`src/rtl/heartbeat_generator.sv`:
```
// rtl/heartbeat_generator.sv - periodic keepalive request generator with ack timeout and fault latch; optional jitter via HB_JITTER_EN
module heartbeat_generator #(
    parameter int CLK_FREQ    = 125_000_000,
    parameter int MAX_MISSED  = 3,
    parameter int ACK_TIMEOUT = 1024
) (
    input  logic        clk,
    input  logic        rst,
    input  logic        enable,
    input  logic        pause,
    input  logic        fault_clear,
    input  logic [15:0] period_ms,
    input  logic        hb_ack,
    output logic        hb_req,
    output logic        hb_pulse,
    output logic [15:0] hb_count,
    output logic [3:0]  missed_count,
    output logic        fault,
    output logic [1:0]  state
);

    localparam int CYCLES_PER_MS = CLK_FREQ / 1000;
    localparam int PRE_W = (CYCLES_PER_MS > 1) ? $clog2(CYCLES_PER_MS) : 1;
    localparam int TMO_W = (ACK_TIMEOUT > 1) ? $clog2(ACK_TIMEOUT) : 1;

    localparam logic [1:0] ST_IDLE  = 2'b00;
    localparam logic [1:0] ST_WAIT  = 2'b01;
    localparam logic [1:0] ST_REQ   = 2'b10;
    localparam logic [1:0] ST_FAULT = 2'b11;

    localparam logic [PRE_W-1:0] PRE_TOP = PRE_W'(CYCLES_PER_MS - 1);
    localparam logic [TMO_W-1:0] TMO_TOP = TMO_W'(ACK_TIMEOUT - 1);
    localparam logic [3:0]       MISS_MAX = 4'(MAX_MISSED);

    logic [PRE_W-1:0] presc;
    logic [16:0]      ms_cnt;
    logic [16:0]      target;
    logic [TMO_W-1:0] ack_timer;
    logic [15:0]      p_eff;
    logic [16:0]      next_target;
    logic [3:0]       missed_inc;

    assign p_eff      = (period_ms == 16'd0) ? 16'd1 : period_ms;
    assign missed_inc = (missed_count == MISS_MAX) ? missed_count : missed_count + 4'd1;

`ifdef HB_JITTER_EN
    logic [7:0] lfsr;
    logic       lfsr_fb;
    assign lfsr_fb     = lfsr[7] ^ lfsr[5] ^ lfsr[4] ^ lfsr[3];
    assign next_target = {1'b0, p_eff} + {14'd0, lfsr[2:0]};

    always_ff @(posedge clk) begin
        if (rst) begin
            lfsr <= 8'hA5;
        end else if (enable && state == ST_WAIT && !pause && presc == PRE_TOP
                     && ms_cnt + 17'd1 == target) begin
            lfsr <= {lfsr[6:0], lfsr_fb};
        end
    end
`else
    assign next_target = {1'b0, p_eff};
`endif

    always_ff @(posedge clk) begin
        if (rst) begin
            state        <= ST_IDLE;
            hb_req       <= 1'b0;
            hb_pulse     <= 1'b0;
            hb_count     <= 16'd0;
            missed_count <= 4'd0;
            fault        <= 1'b0;
            presc        <= '0;
            ms_cnt       <= 17'd0;
            target       <= 17'd0;
            ack_timer    <= '0;
        end else begin
            hb_pulse <= 1'b0;
            if (!enable) begin
                state        <= ST_IDLE;
                hb_req       <= 1'b0;
                fault        <= 1'b0;
                missed_count <= 4'd0;
            end else begin
                case (state)
                    ST_IDLE: begin
                        state  <= ST_WAIT;
                        presc  <= '0;
                        ms_cnt <= 17'd0;
                        target <= next_target;
                    end
                    ST_WAIT: begin
                        if (!pause) begin
                            if (presc == PRE_TOP) begin
                                presc <= '0;
                                if (ms_cnt + 17'd1 == target) begin
                                    state     <= ST_REQ;
                                    hb_req    <= 1'b1;
                                    ack_timer <= '0;
                                end else begin
                                    ms_cnt <= ms_cnt + 17'd1;
                                end
                            end else begin
                                presc <= presc + 1'b1;
                            end
                        end
                    end
                    ST_REQ: begin
                        // An ack in the timeout cycle still counts as accepted.
                        if (hb_ack) begin
                            hb_req       <= 1'b0;
                            hb_pulse     <= 1'b1;
                            hb_count     <= hb_count + 16'd1;
                            missed_count <= 4'd0;
                            state        <= ST_WAIT;
                            presc        <= '0;
                            ms_cnt       <= 17'd0;
                            target       <= next_target;
                        end else if (ack_timer == TMO_TOP) begin
                            hb_req       <= 1'b0;
                            missed_count <= missed_inc;
                            if (missed_inc == MISS_MAX) begin
                                state <= ST_FAULT;
                                fault <= 1'b1;
                            end else begin
                                state  <= ST_WAIT;
                                presc  <= '0;
                                ms_cnt <= 17'd0;
                                target <= next_target;
                            end
                        end else begin
                            ack_timer <= ack_timer + 1'b1;
                        end
                    end
                    default: begin
                        if (fault_clear) begin
                            fault        <= 1'b0;
                            missed_count <= 4'd0;
                            state        <= ST_WAIT;
                            presc        <= '0;
                            ms_cnt       <= 17'd0;
                            target       <= next_target;
                        end
                    end
                endcase
            end
        end
    end

endmodule

```
`config.mk`:
```
export PLATFORM = sky130hd
export DESIGN_NAME = heartbeat_generator
export DESIGN_NICKNAME = d
export VERILOG_FILES = /design/src/rtl/heartbeat_generator.sv
export SDC_FILE = /design/constraint.sdc
export NUM_CORES = 1
export LEC_CHECK = 0
export ABC_AREA = 1
export CAP_MARGIN = 40
export CORE_UTILIZATION = 60
export DETAILED_ROUTE_END_ITERATION = 10
export GPL_TIMING_DRIVEN = 0
export PLACE_DENSITY = 0.83
export SYNTH_ARGS = -nofsm -noshare
export SYNTH_HDL_FRONTEND = slang
export SYNTH_SLANG_ARGS = --single-unit
```
`constraint.sdc`:
```
create_clock -name clk -period 6.2 [get_ports clk]
set_input_delay 1.24 -clock clk [delete_from_list [all_inputs] [get_ports clk]]
set_output_delay 1.24 -clock clk [all_outputs]
set_load 0.03 [all_outputs]
```
---- After elaboration in Yosys (flattened, before gate mapping) ----
Cells that the tools add are included.
storage, ports and cells
  flip-flop bits (word level) ............. 86
  bits in latches ......................... 0
  RAM bits ................................ 0
  bits in read-only memories .............. 0
  output and inout bits ................... 25
  memories kept ........................... 0
cells by class
  add/subtract/negate cells ............... 5
  $mul .................................... 0
  div/mod/pow operators ................... 0
  order comparisons ....................... 0
  equality and inequality tests ........... 17
  shift operators ......................... 0
  muxes and demuxes ....................... 48
  bitwise gates (word level) .............. 4
  reductions and logical operators ........ 18
operators by type and width
  cell                   number
  $mux 17                13
  $pmux 17 s3            3
  $mux 10                5
  $add 17x1->17 const B  2
  $reduce_and 5->1       5
  $pmux 10 s2            1
  $eq 17x17->1           1
  $eq 17x17->1 const B   1
  $add 16x1->16 const B  1
  $logic_not 16->1       1
  $mux 16                1
  $mux 4                 4
  $ne 2x2->1 const B     8
  $mux 2                 7
  $reduce_and 7->1       2
  $add 10x1->10 const B  1
  $eq 10x10->1 const B   1
  $mux 1                 10
  $eq 4x2->1 const B     2
  $pmux 4 s2             1
  $ne 3x3->1 const B     2
  $pmux 2 s3             1
  $reduce_and 3->1       2
  $add 4x1->4 const B    1
  10 further kinds       16

---- Longest topological paths before layout ----
Gate-level depths: netlist of the first run.
  depth in word-level cells ............... 7
  mapped depth ............................ 19

---- Least setup slack after synthesis of the first run ----
No wires, ideal clock.
  path type ............................... in2reg
  from .................................... input enable
  to ...................................... register hb_count[14]
  arrival time ............................ 2.471 ns
  data required time ...................... 6.081 ns
  slack ................................... 3.610 ns
  cell stages on the path ................. 11
  path through ............................ nand3_1 inv_1 nand2_1 nor2_1 inv_1 nor3_1 nand3_1 nor3_1 nand4_1 o21ai_0 a21oi_1
between the ends
  cells in the longest elaborated chain, start to end .. 1
RTL lines
  what                        RTL line  text
  from (decl)                 9         input logic enable,
  $reduce_and 3->1 (no line)  -
  to (signal assigned)        112       hb_count <= hb_count + 16'd1;
  to (decl)                   16        output logic [15:0] hb_count,
No other way between the ends.
A chain may end at the register's enable or synchronous reset.

---- Final worst setup path of the first run ----
  from .................................... input hb_ack
  to ...................................... register hb_count[14]
between the ends
  cells in the longest elaborated chain, start to end .. 1
RTL lines
  what                        RTL line  text
  from (decl)                 13        input logic hb_ack,
  $reduce_and 3->1 (no line)  -
No other way between the ends.

==> results.yml, run 1 <==
floorplan:
  start_util_pct: 62.9
  fp-row-count: 32
  core_area_um2: 7810
  fp.dieW_um: 92.5
  die_h_um: 92.5
  boundaryPins: 47
  dieArea_um2: 8560
worst_setup_path:
  crit_type: "primary input to register"
  critPathBufInv: 3
  cp_cell_sequence: "clkdlybuf4s50_1, nand3_1, inv_1, nand2_1, nor2_1, inv_1, nor3_1, nand3_1, nor3_1, nand4_1, o21ai_0, a21oi_1"
  required_ps: 6460
  cp_slowest_cell: "clkdlybuf4s50_1"
  crit_path_start_kind: "primary input"
  cp_max_fo: 5
  critPathCaptureType: "register"
  worst_ep_arrival_time_ps: 3430
  cpPeakStageDelay_ps: 530
  crit_family: "simple AND/OR/NAND/NOR gates"
route:
  wl_per_cell_um: 13.4
  routed_wl_um: 12000
  viasPerCell: 5.50
  dr.pass1.iters: 5
  num_vias: 4956
  drc: 0
  ant_nets: 0
  drt_iter0_markers: 167
place:
  dpl.hpwl_um: 9170
  io_buffers: 46
  gp_congestion: 0.865
sta:
  rsz0062_at_grt: "no"
  fmax_ghz: 0.315
  fin_skew_ps: 10.4
  worst-slew-pin-transition_ps: 645
  fin_tns_setup_ps: 0
  slew_headroom_pct: 57.0
  maxSlewViolCount: 0
  fin_crit_sh_pct: 51.2
  whs_ps: 461
  period_needed_ps: 3170
  hold_violations: 0
  setup-violations-final: 0
logic_synthesis:
  syn-num-nets: 769
  synth-warning-count: 0
  synth_async_sr_flop_share_pct: 0
  ys_seq_area_share_pct: 34.6
  synth_edf_count: 0
  synthCells: 738
  synthFlopType: "dfxtp_1"
  synth_area_per_cell_um2: 6.66
  synthDistinctLibCells: 45
  syn_area_um2: 4910
  synth_seq_cells: 85
global_routing:
  grt_max_degree: 14
  antenna_found_initial: 0
  grtUsageTotal_pct: 29.5
  grt-ovfl-total: 0
  grt_pass1_wl_um: 20100
  grt_pass1_vias: 4542
clocking:
  cts_made_buffers: 9
  clock_latency_ps: 360
  cts_hold_buffers: 0
  clk_pin_slew_ps: 90
  cts.sinks: 85
  post_cts_resized: 0
  post-cts-setup-buffer-count: 0
  cts_tree: "built"
  clk_path_buf_depth: 2
  cts_root_buf: "clkbuf_8"
  cts.htree.levels: 3
power_and_ir_drop:
  powerDensity_nw_per_um2: 207
  power_leakage_nw: 2.17
  peakVddDrop_mv: 0.128
final_layout:
  final-seq-area_um2: 1700
  fin_nets: 826
  antenna_cells: 0
  drive_above_1_share_pct: 6.26
  syn2layout_area_growth_pct: 15.2
  fill_cells: 657
  multi_input_area_um2: 2780
outcome:
  status: "finished clean"
min_path:
  hp-class: "register to register"
run:
  max_cap_viol_count: 0
## per-layer routing
| layer | vias up | global-route usage (%) | part of all wire, % |
|---|---|---|---|
| met5 | - | 0 | 0 |
| met4 | 0 | 11.1 | 2.0 |
| met3 | 20 | 5.75 | 4.4 |
| met2 | 114 | 50.4 | 49 |
| met1 | 2294 | 36.5 | 44 |
| li1 | 2528 | - | - |
## worst reg2reg max path: cells and delay by family, from the launching register on
kind | cells | cell delay [ps]
fa+ha+maj | 1 | 180
simple gates | 7 | 1220
flops | 1 | 340
buf+inv | 4 | 580
compound gates | 2 | 220
## placed cells by master, fill, tap and decap left out, types with 3 or more instances in the layout
| cell type | netlist | routed |
|---|---|---|
| o21ai_0 | 34 | 34 |
| xor2_1 | 10 | 10 |
| clkbuf_1 | 8 | 10 |
| nor2_4 | 7 | 7 |
| nand2_1 | 180 | 180 |
| nand3b_1 | 4 | 4 |
| inv_2 | 3 | 3 |
| nand2_2 | 8 | 8 |
| inv_1 | 87 | 87 |
| nor2_2 | 4 | 4 |
| clkinv_1 | 3 | 3 |
| ha_1 | 9 | 9 |
| nor4_1 | 8 | 8 |
| and3_1 | 3 | 3 |
| clkbuf_8 | 0 | 9 |
| nor2_1 | 81 | 81 |
| dfxtp_1 | 85 | 85 |
| nand2_4 | 3 | 3 |
| nor3_1 | 18 | 18 |
| nand3_1 | 56 | 56 |
| a211oi_1 | 3 | 3 |
| a21oi_1 | 71 | 71 |
| nand4_1 | 22 | 22 |
| clkdlybuf4s50_1 | 0 | 46 |
## worst paths after layout
kind | slack, ps | cells after the start | endpoint | from
worst max-delay path | 3030 | 12 | hb_count[14] | hb_ack
worst min-delay path | 460 | 2 | hb_req | hb_req
worst max register to register | 3580 | 14 | hb_count[14] | state[0]
worst min register to register | 460 | 2 | hb_req | hb_req
## Yosys cell counts, types with 3 or more instances
| cell type | count | share of area, % |
|---|---|---|
| nor2_4 | 7 | 1.6 |
| xor2_1 | 10 | 1.8 |
| ha_1 | 9 | 2.3 |
| clkbuf_1 | 8 | 0.61 |
| clkinv_1 | 3 | 0.23 |
| nand3_1 | 56 | 5.7 |
| nand2_1 | 180 | 14 |
| nand4_1 | 22 | 2.8 |
| nor4_1 | 8 | 1.0 |
| inv_1 | 87 | 6.6 |
| nor2_2 | 4 | 0.51 |
| nand3b_1 | 4 | 0.61 |
| and3_1 | 3 | 0.38 |
| dfxtp_1 | 85 | 35 |
| a21oi_1 | 71 | 7.2 |
| nor2_1 | 81 | 6.2 |
| nor3_1 | 18 | 1.8 |
| nand2_2 | 8 | 1.0 |
| o21ai_0 | 34 | 3.5 |
| inv_2 | 3 | 0.23 |
| a211oi_1 | 3 | 0.46 |
| nand2_4 | 3 | 0.69 |
## state kept, by name, summed over array words and instances (netlist names)
register      flops
ack_timer        10
fault             1
hb_count         16
hb_pulse          1
hb_req            1
missed_count      4
ms_cnt           17
presc            17
state             2
target           16
## cell type report
type,count,share of cell area [%]
Multi-Input combinational cell,545,49.2
Sequential cell,85,30.1
Timing Repair Buffer,46,8.13
Inverter,94,6.28
Clock buffer,11,2.32
Tap cell,102,2.25
Buffer,14,1.30
Clock inverter,4,0.464
## stage by stage
step | setup slack [ps] | total power, mW | instances | utilization [%] | instance area, um2
2_1_floorplan | 3610 | 0.766 | 738 | - | 4910
3_3_place_gp | 2700 | 0.834 | 886 | 70.5 | 5500
3_5_place_dp | 2680 | 0.840 | 886 | 70.5 | 5500
4_1_cts | 3070 | 1.18 | 901 | 72.5 | 5660
5_1_grt | 2780 | 1.23 | 901 | 72.5 | 5660
6_report | 3030 | 1.17 | 901 | 72.5 | 5660
## cells by family (layout without fill, tap and decap cells)
kind of cell	after synthesis	count (layout)	share of synthesized area, %
simple gates	404	404	38.4
flops	85	85	34.6
xor+xnor	15	15	3.39
fa+ha+maj	9	9	2.29
compound gates	117	117	12.6
buf+inv	108	169	8.73
## power by group
group / switching, mW / internal (mW)
clock: 0.200 / 0.143
combinational: 0.160 / 0.0848
sequential: 0.0180 / 0.568
Power figures use the tool's default switching activity.
==> inputs of run 2 (changes only) <==
CORE_UTILIZATION = 58   (was 60)
PLACE_DENSITY = 0.81   (was 0.83)
clock period = 3 ns   (was 6.2 ns; I/O delays follow)
==> run 2 against run 1 <==
  * Hold slack gained 7.0 ps
  * Final area grew 1.1%
  * Total power grew 120%
  * Sequential cell count is the same
  * Die area grew 3.4%
  * Combinational power grew 110%
  * Global-route usage shrank 0.16 points
  * Non-clock buffer count is the same
  * Sequential share of layout area shrank 0.34 points
  * Worst setup slack lost 2600 ps
  * Largest power group unchanged
==> results.yml, run 2 (synthesis gave the netlist of run 1 again) <==
sta:
  hold_violations: 0
  slew_headroom_pct: 56.7
  fmax_ghz: 0.385
  fin_crit_sh_pct: 86.5
  period_needed_ps: 2600
  setup-violations-final: 0
  worst-slew-pin-transition_ps: 650
  fin_skew_ps: 7.91
  maxSlewViolCount: 0
  rsz0062_at_grt: "no"
route:
  ant_nets: 0
  drt_iter0_markers: 250
  num_vias: 4982
  drc: 0
  dr.pass1.iters: 5
  wl_per_cell_um: 13.6
  viasPerCell: 5.50
  routed_wl_um: 12300
floorplan:
  fp-row-count: 33
  boundaryPins: 47
  dieArea_um2: 8850
  die_h_um: 94.1
  start_util_pct: 59.8
  fp.dieW_um: 94.1
  core_area_um2: 8220
place:
  dpl.hpwl_um: 9390
  io_buffers: 46
  dpl-instance-area_um2: 5510
  gp_congestion: 0.905
worst_setup_path:
  critPathCaptureType: "register"
  required_ps: 3320
  crit_type: "register to register"
  cp_max_fo: 10
  crit_path_start_kind: "register"
  worst_ep_arrival_time_ps: 2920
global_routing:
  grt_max_degree: 16
  grtUsageTotal_pct: 29.3
  antenna_found_initial: 0
  grt_pass1_wl_um: 20300
  grt_pass1_vias: 4588
  grt-ovfl-total: 0
final_layout:
  layout_commonest_cell: "nand2_1"
  largestRegisters: "ms_cnt: 17 flops, presc: 17 flops"
  final_cell_mix: "nand2_1 (180), inv_1 (87), dfxtp_1 (85)"
  multi_input_area_um2: 2790
  syn2layout_area_growth_pct: 16.5
  final-seq-area_um2: 1700
  postLayoutCellArea_um2: 5720
  antenna_cells: 0
  fill_cells: 725
  fin_nets: 826
  drive_above_1_share_pct: 6.88
clocking:
  cts_root_buf: "clkbuf_8"
  cts_hold_buffers: 0
  clk_path_buf_depth: 2
  cts_made_buffers: 9
  post_cts_resized: 0
  cts.htree.levels: 3
  post-cts-setup-buffer-count: 0
  cts_tree: "built"
  clock_latency_ps: 370
  cts.sinks: 85
  clk_pin_slew_ps: 90
power_and_ir_drop:
  power_mw: 2.60
  peakVddDrop_mv: 0.389
  powerDensity_nw_per_um2: 454
  power_leakage_nw: 2.19
run:
  max_cap_viol_count: 0
outcome:
  status: "finished clean"
min_path:
  hp-class: "register to register"
[run 2: cell type report]
class,count,area share (%)
flip-flops and latches,85,29.7
plain buffers,14,1.29
repair buffers,46,8.04
inverters,94,6.21
well taps,105,2.30
multi-input cells,545,48.8
clock inverters,6,1.22
clock buffers,10,2.40
[run 2: final timing paths]
check	end	cells after the start	slack, ps	startpoint
min	hb_req	2	470	hb_req
max	presc[11]	14	400	state[0]
max reg2reg	presc[11]	14	400	state[0]
min reg2reg	hb_req	2	470	hb_req
[run 2: power by group]
group | total (mW) | internal [mW] | leakage [nW] | switching (mW)
clock network | 0.878 | 0.413 | 0.0955 | 0.465
registers | 1.21 | 1.17 | 0.689 | 0.0375
logic | 0.508 | 0.175 | 1.40 | 0.333
total | 2.60 | 1.76 | 2.19 | 0.835
[run 2: critical path: stages (launching register included)]
cell	delay, ps
dfxtp_1	360
inv_1	140
ha_1	190
clkinv_1	240
nor2_1	280
inv_1	100
nor2_1	200
inv_1	120
nand2_4	180
inv_4	90
nand2_2	100
nand2_2	140
inv_1	200
o21ai_0	110
nor2_1	90
[run 2: stage by stage]
| stage | worst slack [ps] | std cells | setup TNS, ps | hold WS (ps) | util, % |
|---|---|---|---|---|---|
| 2_1_floorplan | 695 | 738 | 0 | 444 | - |
| 3_3_place_gp | 93.7 | 889 | 0 | 450 | 67.0 |
| 3_5_place_dp | -13.6 | 889 | -13.6 | 461 | 67.0 |
| 4_1_cts | 236 | 905 | 0 | 474 | 69.5 |
| 5_1_grt | 52.8 | 905 | 0 | 495 | 69.7 |
| 6_report | 404 | 905 | 0 | 468 | 69.7 |
[run 2: per-layer routing]
metal | global-route usage, % | vias to the layer above | wire (um)
li1 | - | 2539 | -
met3 | 6.23 | 19 | 551
met5 | 0 | - | 0
met2 | 51.7 | 109 | 6120
met1 | 35.1 | 2315 | 5410
met4 | 9.87 | 0 | 252
==> inputs of run 3 (changes only) <==
ABC_AREA = unset   (was 1)
==> run 3 against run 2 <==
  * Area after synthesis down 2.2%
  * Highest routed layer unchanged
  * Worst setup slack worse by 280 ps
  * Total power shrank 13%
  * Clock power is 2% lower
  * Combinational power shrank 56%
  * Register-to-register slack got worse by 280 ps
  * Count of clock-buffer cells in the layout unchanged
  * Sequential power shrank 3%
  * Critical path depth shrank 5
==> results.yml, run 3 <==
global_routing:
  grt-ovfl-total: 0
  grt_max_degree: 16
  antenna_found_initial: 0
  grtUsageTotal_pct: 27.1
  grt_pass1_vias: 4067
  grt_pass1_wl_um: 19000
clocking:
  cts_tree: "built"
  cts.htree.levels: 3
  cts_root_buf: "clkbuf_8"
  clk_path_buf_depth: 2
  cts_hold_buffers: 0
  clock_latency_ps: 360
  clk_pin_slew_ps: 90
  cts.sinks: 85
  cts_made_buffers: 9
floorplan:
  die_h_um: 93.0
  fp-row-count: 32
  dieArea_um2: 8650
  fp.dieW_um: 93.0
  start_util_pct: 60.9
  boundaryPins: 47
  core_area_um2: 7890
worst_setup_path:
  critPathCaptureType: "register"
  required_ps: 3270
  startpoint: "ack_timer[0]"
  crit_path_start_kind: "register"
  cp_cell_sequence: "ha_1, nand3_1, o41ai_4, nand3_2, buf_6, or4_4, nor2_2, a21oi_1, a311oi_1"
  cpPeakStageDelay_ps: 560
  ff2ff_setup_slack_ps: 120
  crit_family: "simple AND/OR/NAND/NOR gates"
  crit_type: "register to register"
  critPathBufInv: 1
  crit-reg2reg-launch: "ack_timer[0]"
  worstRegToRegCells: 9
  worst_ep_arrival_time_ps: 3140
  cp_slowest_cell: "or4_4"
  cp_max_fo: 10
  reg2reg_to: "presc[15]"
route:
  viasPerCell: 5.95
  drt_iter0_markers: 213
  routed_wl_um: 11300
  num_vias: 4435
  dr.pass1.iters: 4
  wl_per_cell_um: 15.2
  ant_nets: 0
  drc: 0
logic_synthesis:
  synth_seq_cells: 85
  syn_area_um2: 4800
  synth-warning-count: 0
  yosys-top-cells-area: "dfxtp_1 (35%), nor2_1 (5.9%), nand2_1 (4.8%)"
  synth_edf_count: 0
  synth_async_sr_flop_share_pct: 0
  synth_area_leader_cell: "dfxtp_1"
  syn-num-nets: 613
  yosys-top-cells-count: "dfxtp_1 (85), nor2_1 (75), nand2_1 (61)"
  synth.top_cell.area_share_pct: 35.4
  synthDistinctLibCells: 68
  synthCells: 582
  synth_area_per_cell_um2: 8.26
  synthFlopType: "dfxtp_1"
  synth.most_common_cell: "dfxtp_1"
  ys_seq_area_share_pct: 35.4
power_and_ir_drop:
  power_mw: 2.25
  comb_power_share_pct: 9.9
  p_int_mw: 1.66
  powerDensity_nw_per_um2: 398
  seq_power_share_pct: 51.7
  power_leakage_nw: 2.10
  p_sw_share_pct: 26.2
  clockPowerShare_pct: 38.4
  peakVddDrop_mv: 0.211
  power_switching_uw: 591
place:
  gp_congestion: 0.899
  pre_cts_ws_ps: -113
  dpl.hpwl_um: 7940
  io_buffers: 46
  dpl-instance-area_um2: 5390
final_layout:
  antenna_cells: 0
  drive_above_1_share_pct: 11.4
  multi_input_area_um2: 2910
  largestRegisters: "ms_cnt: 17 flops, presc: 17 flops"
  fill_cells: 603
  syn2layout_area_growth_pct: 17.8
  layout_commonest_cell: "dfxtp_1"
  fin_nets: 669
  final-seq-area_um2: 1710
  postLayoutCellArea_um2: 5660
  final_cell_mix: "dfxtp_1 (82), nor2_1 (74), nand2_1 (61)"
sta:
  fmax_ghz: 0.348
  fin_skew_ps: 9.81
  maxSlewViolCount: 0
  hold_violations: 0
  slew_headroom_pct: 60.3
  fin_tns_setup_ps: 0
  setup-violations-final: 0
  whs_ps: 511
  fin_crit_sh_pct: 95.9
  period_needed_ps: 2880
  worst-slew-pin-transition_ps: 589
  rsz0062_at_grt: "no"
  setup_ws_ps: 124
run:
  max_cap_viol_count: 0
min_path:
  hold_depth: 2
  worstHoldStart: "presc[12]"
  hold_end: "presc[12]"
  hp-class: "register to register"
outcome:
  status: "finished clean"
-- run 3: changes by cell type in the layout (fill, tap and decap cells not counted), sizes merged, moves of 11 or more --
cell,previous run,this run
a21oi,71,25
nor2,93,76
nand2,192,61
or3,0,11
xnor2,3,21
nand4,22,8
inv,93,10
nand3,57,46
buf,6,21
and3,3,18
mux2i,0,22
o21ai,35,19
-- run 3: how the worst max path moves through the flow --
stage	to	slack, ps	cells after the start
6_report	presc[15]	120	9
5_1_grt	presc[15]	8	9
4_1_cts	ms_cnt[8]	10	13
3_5_place_dp	ms_cnt[8]	-110	10
3_3_place_gp	ms_cnt[8]	-100	10
2_1_floorplan	presc[15]	80	10
-- run 3: cell type report --
cell class                 count  area share [%]
buffer                        33            3.76
clock buffer                  10            2.43
clock inverter                 6            1.24
inverter                       9           0.663
multi-input combinational    454            51.4
sequential                    85            30.1
tap                          102            2.26
timing repair buffer          46            8.14
-- run 3: cells by family after synthesis --
kind of cell    share of synthesized area [%]
compound gates                           12.1
simple gates                             32.1
xor+xnor                                 7.79
flops                                    35.4
mux                                      5.05
buf+inv                                  5.21
fa+ha+maj                                2.34
-- run 3: worst min-delay path: stages (launching register included) --
cell     delay (ps)
dfxtp_1         340
o21ai_0          70
a21oi_1          60
-- run 3: timing repair --
item                       4_1_cts  5_1_grt
buffers inserted                 0        0
pin swaps                        0        2
gates resized for setup          3       10
setup endpoints to repair       27       55
-- run 3: per-stage QoR --
step                      util [%]  instances
after floorplan                  -        582
after global placement        68.4        730
after detailed placement      68.4        730
after CTS                     71.3        746
after global routing          71.7        745
final                         71.7        745
-- run 3: power groups by stage --
stage	Clock (mW)	Combinational [mW]	Sequential [mW]
4_1_cts	0.870	0.218	1.17
2_1_floorplan	0	0.144	1.19
5_1_grt	0.926	0.242	1.17
3_5_place_dp	0	0.215	1.19
3_3_place_gp	0	0.210	1.19
6_report	0.864	0.223	1.17
-- run 3: routing by layer --
layer | up-vias | track usage [%] | wire [um]
li1 | 2178 | - | -
met1 | 2100 | 34.9 | 5130
met2 | 135 | 44.5 | 5350
met3 | 22 | 5.37 | 627
met4 | 0 | 10.5 | 196
met5 | - | 0 | 0
